--- src/rtl/physics_pkg.sv ---
// Shared types, screen geometry and velocity helpers for the ball motion engine.
package physics_pkg;

    localparam int SCREEN_H   = 1200;
    localparam int SCREEN_W   = 1600;
    localparam int SPRITE_DIM = 127;
    localparam int MAX_ROW    = SCREEN_H - SPRITE_DIM;
    localparam int MAX_COL    = SCREEN_W - SPRITE_DIM;
    localparam int VMAX       = 63;
    localparam int VINIT_ROW  = 3;
    localparam int VINIT_COL  = 5;
    localparam int GRAVITY    = 1;

    typedef logic [10:0]        pos_row_t;
    typedef logic [11:0]        pos_col_t;
    typedef logic signed [7:0]  vel_t;

    typedef struct packed {
        pos_row_t row;
        pos_col_t col;
        vel_t     vrow;
        vel_t     vcol;
    } ball_t;

    typedef enum logic [1:0] {
        ST_IDLE   = 2'd0,
        ST_UPDATE = 2'd1,
        ST_COMMIT = 2'd2
    } engine_state_e;

    function automatic vel_t clamp_vel(input logic signed [8:0] v);
        logic signed [8:0] lim;
        lim = 9'(VMAX);
        if (v > lim) begin
            return vel_t'(lim);
        end else if (v < -lim) begin
            return vel_t'(-lim);
        end else begin
            return vel_t'(v);
        end
    endfunction

    // Negating in 9 bits cannot overflow, so -(-128) lands above VMAX and clamps there.
    function automatic vel_t neg_vel(input vel_t v);
        logic signed [8:0] n;
        n = -$signed({v[7], v});
        return clamp_vel(n);
    endfunction

    function automatic ball_t reset_ball(input int i);
        ball_t b;
        b.row  = pos_row_t'(100 + 200 * i);
        b.col  = pos_col_t'(100 + 300 * i);
        b.vrow = vel_t'(VINIT_ROW);
        b.vcol = (i % 2 == 1) ? vel_t'(-VINIT_COL) : vel_t'(VINIT_COL);
        return b;
    endfunction

endpackage

--- src/rtl/axis_bounce.sv ---
// One-axis position step with elastic reflection off 0 and MAX.
module axis_bounce
    import physics_pkg::*;
#(
    parameter int WIDTH = 11,
    parameter int MAX   = 1073
) (
    input  logic [WIDTH-1:0] pos,
    input  vel_t             vel,
    output logic [WIDTH-1:0] pos_nxt,
    output vel_t             vel_nxt
);

    localparam logic signed [12:0] MAX_S     = 13'(MAX);
    localparam logic signed [12:0] TWO_MAX_S = 13'(2 * MAX);

    logic signed [12:0] sum_s;
    logic signed [12:0] refl_s;

    // Add, reflect off whichever wall was crossed, then clamp into range.
    always_comb begin
        sum_s   = $signed({{(13 - WIDTH){1'b0}}, pos}) + $signed({{5{vel[7]}}, vel});
        refl_s  = sum_s;
        vel_nxt = vel;
        if (sum_s < 13'sd0) begin
            refl_s  = -sum_s;
            vel_nxt = neg_vel(vel);
        end else if (sum_s > MAX_S) begin
            refl_s  = TWO_MAX_S - sum_s;
            vel_nxt = neg_vel(vel);
        end else begin
            refl_s  = sum_s;
        end
        if (refl_s < 13'sd0) begin
            pos_nxt = '0;
        end else if (refl_s > MAX_S) begin
            pos_nxt = WIDTH'(MAX_S);
        end else begin
            pos_nxt = WIDTH'(refl_s);
        end
    end

endmodule

--- src/rtl/ball_motion_engine.sv ---
// Per-frame sprite kinematics with double-buffered outputs.
// Optional feature macro: BALL_GRAVITY_EN (adds gravity to row velocity each frame).
module ball_motion_engine
    import physics_pkg::*;
#(
    parameter int N_BALLS = 4,
    localparam int IDX_W  = (N_BALLS > 1) ? $clog2(N_BALLS) : 1
) (
    input  logic                          clock_162,
    input  logic                          rst,
    input  logic                          frame_tick,
    input  logic                          load_valid,
    output logic                          load_ready,
    input  logic [IDX_W-1:0]              load_idx,
    input  logic [10:0]                   load_row,
    input  logic [11:0]                   load_col,
    input  logic signed [7:0]             load_vrow,
    input  logic signed [7:0]             load_vcol,
    output logic [N_BALLS-1:0][10:0]      sprite_row,
    output logic [N_BALLS-1:0][11:0]      sprite_col,
    output logic                          busy,
    output logic                          frame_done,
    output logic                          overrun
);

    ball_t         shadow [N_BALLS];
    engine_state_e state;
    logic [IDX_W-1:0] idx;

    ball_t    cur;
    ball_t    upd_ball;
    ball_t    load_ball;
    vel_t     vrow_in;
    pos_row_t row_nxt;
    pos_col_t col_nxt;
    vel_t     vrow_nxt;
    vel_t     vcol_nxt;
    logic     load_ok;

    assign cur        = shadow[idx];
    assign load_ready = (state == ST_IDLE) && !frame_tick;
    assign busy       = (state != ST_IDLE);
    assign frame_done = (state == ST_COMMIT);
    assign load_ok    = (32'(load_idx) < N_BALLS);

    // Gravity is applied before the position add so a floor bounce reflects it.
    always_comb begin
`ifdef BALL_GRAVITY_EN
        if (cur.vrow >= vel_t'(VMAX - GRAVITY)) begin
            vrow_in = vel_t'(VMAX);
        end else begin
            vrow_in = cur.vrow + vel_t'(GRAVITY);
        end
`else
        vrow_in = cur.vrow;
`endif
    end

    axis_bounce #(.WIDTH(11), .MAX(MAX_ROW)) u_row (
        .pos     (cur.row),
        .vel     (vrow_in),
        .pos_nxt (row_nxt),
        .vel_nxt (vrow_nxt)
    );

    axis_bounce #(.WIDTH(12), .MAX(MAX_COL)) u_col (
        .pos     (cur.col),
        .vel     (cur.vcol),
        .pos_nxt (col_nxt),
        .vel_nxt (vcol_nxt)
    );

    // Assemble the stepped ball and the clamped host-load ball.
    always_comb begin
        upd_ball.row   = row_nxt;
        upd_ball.col   = col_nxt;
        upd_ball.vrow  = vrow_nxt;
        upd_ball.vcol  = vcol_nxt;
        load_ball.row  = (load_row > pos_row_t'(MAX_ROW)) ? pos_row_t'(MAX_ROW) : load_row;
        load_ball.col  = (load_col > pos_col_t'(MAX_COL)) ? pos_col_t'(MAX_COL) : load_col;
        load_ball.vrow = clamp_vel({load_vrow[7], load_vrow});
        load_ball.vcol = clamp_vel({load_vcol[7], load_vcol});
    end

    // Frame sequencer: step one ball per cycle, then publish the shadow copy.
    always_ff @(posedge clock_162) begin
        if (rst) begin
            for (int i = 0; i < N_BALLS; i++) begin
                shadow[i]     <= reset_ball(i);
                sprite_row[i] <= reset_ball(i).row;
                sprite_col[i] <= reset_ball(i).col;
            end
            state   <= ST_IDLE;
            idx     <= '0;
            overrun <= 1'b0;
        end else begin
            if (frame_tick && (state != ST_IDLE)) begin
                overrun <= 1'b1;
            end
            case (state)
                ST_IDLE: begin
                    if (frame_tick) begin
                        state <= ST_UPDATE;
                        idx   <= '0;
                    end else if (load_valid && load_ok) begin
                        shadow[load_idx] <= load_ball;
                    end
                end
                ST_UPDATE: begin
                    shadow[idx] <= upd_ball;
                    if (idx == IDX_W'(N_BALLS - 1)) begin
                        state <= ST_COMMIT;
                    end else begin
                        idx <= idx + 1'b1;
                    end
                end
                ST_COMMIT: begin
                    for (int i = 0; i < N_BALLS; i++) begin
                        sprite_row[i] <= shadow[i].row;
                        sprite_col[i] <= shadow[i].col;
                    end
                    state <= ST_IDLE;
                end
                default: begin
                    state <= ST_IDLE;
                end
            endcase
        end
    end

endmodule

--- config.mk ---
export PLATFORM = sky130hd
export DESIGN_NAME = ball_motion_engine
export DESIGN_NICKNAME = d
export VERILOG_FILES = /design/src/rtl/physics_pkg.sv /design/src/rtl/axis_bounce.sv /design/src/rtl/ball_motion_engine.sv
export SDC_FILE = /design/constraint.sdc
export NUM_CORES = 1
export LEC_CHECK = 0
export CAP_MARGIN = 20
export CORE_UTILIZATION = 52
export DETAILED_ROUTE_END_ITERATION = 16
export GPL_TIMING_DRIVEN = 0
export HOLD_SLACK_MARGIN = 0.12
export PLACE_DENSITY_LB_ADDON = 0.12
export SLEW_MARGIN = 10
export SYNTH_ARGS = -nofsm -noshare
export SYNTH_HDL_FRONTEND = slang
export SYNTH_SLANG_ARGS = --single-unit
--- constraint.sdc ---
create_clock -name clock_162 -period 6.2 [get_ports clock_162]
set_clock_uncertainty 0.2 [all_clocks]
set_input_delay 1.24 -clock clock_162 [delete_from_list [all_inputs] [get_ports clock_162]]
set_output_delay 1.24 -clock clock_162 [all_outputs]
set_load 0.1 [all_outputs]
==> impl_metrics.toml <==
[outcome]
status = "finished, final reports clean"

[logic_synthesis]
synth_top_area_cell = "edfxtp_1"
synth_cells = 1487
avgSynthCellArea_um2 = 9.698
synth_edf_count = 156
yosys_register_bits = 255
synth_top_family_by_area = "simple AND/OR/NAND/NOR gates"
synth_area_um2 = 14420
synth-simple-area-share_pct = 20.51
synth-compound-area-share_pct = 16.77
netlist.area_leader.share_pct = 32.48
yosysSeqAreaShare_pct = 46.23
synth_area_leaders = "edfxtp_1, dfxtp_1, nand2_1"
yosys_warnings = 0
synthAdderAreaFrac_pct = 3.557
ys_types = 102
synth_xor_area_share_pct = 1.822
synth_mux_area_share_pct = 6.837
async_flop_share_pct = 0
ys.flop_type = "edfxtp_1"

[die]
die_area_um2 = 28400
rows = 60
core_area_um2 = 27100
die_x_um = 168.5
initial_core_util_pct = 53.21
die_h_um = 168.5
io_pins = 141

[pwr]
peakVddDrop_mv = 0.2179
sw_frac_of_total_pct = 34.72
p_int_uw = 3800
p_leak_uw = 0.006459
p_comb_share_pct = 35.4
clockPowerShare_pct = 31.3
netSwitchingPower_uw = 2021
p_per_area_nw_per_um2 = 327.8
seq_power_share_pct = 33.4

[cts]
clockBufferDepth = 3
htree_levels = 1
numCtsBuffers = 27
cts_root_buf = "clkbuf_16"
clk_pin_slew_ns = 0.06
clkLatencyLatePin_ns = 0.55
cts_tree = "done"
cts_sinks = 255

[timing]
max-slew-margin-rel_pct = 26.48
finalCritPeriodShare_pct = 98.29
min_period_ns = 6.094
slew_viol_final = 0
tightestPinTransition_ns = 1.103
fmax_ghz = 0.1641
setup_viol = 0
hold_viol_final = 0

[route]
wl_um = 45350
drt_iter0_markers = 1173
first_pass_iters = 8
wl_per_cell_um = 21.90
viasPerCell = 6.090
num_vias = 12610
drt.antenna.violating_nets = 0
drc = 0

[flow_run]
maxCapViolCount = 0

[critical_path]
cp.arrival_ns = 6.15
endpoint_kind = "flip-flop"
r2r_setup_slack_ns = 0.11
worstPathRequired_ns = 6.25
critical_path_class = "reg2reg"
worst-path-max-fanout = 10
start_kind = "flip-flop"

[layout]
final_cells = 2071
area_growth_pct = 23.13
fillCellCount = 2159
num-nets-final = 1761
layout-drive-gt1-share_pct = 12.72
fin_area_um2 = 17760
multi_input_area_um2 = 7345
register_area_um2 = 6666

[place]
placed_area_um2 = 16450
place_inst = 2011
dp_hpwl_um = 33800
globalplace.congestion = 0.9421
port_buffers = 140

[global_route]
grt_usage_pct = 31.54
grt_pass1_vias = 11780
busiest_layer = "met2"
grt_pass1_wl_um = 67900
gr-total-overflow = 0
antenna_found_initial = 1
met1_usage_pct = 42.54
grt_max_degree = 25
use_met3_pct = 3.788
met2_usage_pct = 52.90

[worst_hold_path]
min_path_type = "reg2reg"
[repair_timing]
action,4_1_cts,5_1_grt
hold buffers,0,0
setup endpoints to repair,152,108
hold endpoints to repair,0,0
pin swaps,1,7
setup buffers,0,12
resized for setup,25,30
[path summary, 6_finish.rpt]
path / end / cells after the start / from
hold / removal: sprite_col[4] / 2 / sprite_col[4]
hold reg to reg: sprite_col[4] / 2 / sprite_col[4]
setup / recovery: shadow[2][37] / 19 / flip-flop
setup reg to reg: shadow[2][37] / 19 / flip-flop
[state kept, by name, indices dropped and copies added (netlist names), named ones only]
name        count
idx             2
overrun         1
shadow        156
sprite_col     48
sprite_row     44
state           2
[logic make-up (layout without fill, tap and decap cells)]
family	after synthesis	in the layout
flops	255	255
buf+inv	149	357
simple gates	621	621
compound gates	342	342
fa+ha+maj	40	40
xor+xnor	30	30
mux	49	49
other cells	1	5
[critical path: stages (launching register included)]
cell and delay (ns):
dfxtp_1 0.42, buf_6 0.20, buf_4 0.21, buf_8 0.21
clkbuf_8 0.23, mux4_2 0.38, ha_1 0.25, fa_1 0.47
a211oi_4 0.33, o21bai_2 0.16, o211a_1 0.25, a221oi_1 0.33
a311oi_2 0.12, a21o_1 0.29, a21oi_1 0.40, mux2i_1 0.20
nor4b_4 0.47, a31oi_4 0.23, o211ai_2 0.31, a21oi_1 0.12
[routing by layer]
layer | vias up | share of wire (%)
met5 | - | 0
met4 | 0 | 3.7
met3 | 105 | 8.8
met2 | 606 | 47
met1 | 6130 | 41
li1 | 5771 | -
[through the flow]
stage          hold WS [ns]  util (%)  TNS (ns)  total power, uW  setup WS [ns]
2_1_floorplan        0.2534         -         0             3357         0.1795
3_3_place_gp         0.2445     60.14   -293.09             3835         -2.236
3_5_place_dp         0.2466     60.70   -146.32             3867         -1.577
4_1_cts              0.2552     64.74         0             5696       0.005798
5_1_grt              0.2708     65.51  -0.04030             6038       -0.01392
6_report             0.2522     65.52         0             5821         0.1060
[cells in the final DEF (no fill, tap or decap), drive strengths merged, types with 19 or more instances in the layout]
| cell | count |
|---|---|
| inv | 67 |
| clkbuf | 90 |
| a21oi | 129 |
| ha | 37 |
| nor2b | 22 |
| mux4 | 39 |
| o211ai | 20 |
| nor2 | 142 |
| edfxtp | 156 |
| a211oi | 20 |
| o21ai | 52 |
| dfxtp | 99 |
| nand2 | 271 |
| nand3b | 42 |
| nand3 | 19 |
| buf | 44 |
| nor3 | 36 |
| clkdlybuf4s50 | 140 |
[area by class of cell]
cell class / count / area share, %
Multi-Input combinational cell: 1086 / 41.36
Sequential cell: 255 / 37.54
Timing Repair Buffer: 161 / 9.139
Clock buffer: 32 / 4.080
Tap cell: 372 / 2.621
Buffer: 81 / 2.262
Clock inverter: 18 / 1.607
Inverter: 65 / 1.374
Antenna cell: 1 / 0.01409
[Yosys cell counts, drive strengths merged, types with 23 or more instances]
cell type / n
nand2: 271
edfxtp: 156
nor2: 142
a21oi: 129
dfxtp: 99
inv: 65
clkbuf: 61
o21ai: 52
nand3b: 42
mux4: 39
ha: 37
nor3: 36
buf: 23
[power groups by stage]
stage | registers [uW] | logic, uW | clock network [uW]
2_1_floorplan | 1960 | 1400 | 0
3_3_place_gp | 1980 | 1860 | 0
5_1_grt | 1950 | 2200 | 1890
3_5_place_dp | 1980 | 1890 | 0
6_report | 1940 | 2060 | 1820
4_1_cts | 1940 | 1930 | 1820
(Power assumes the default switching activity.)
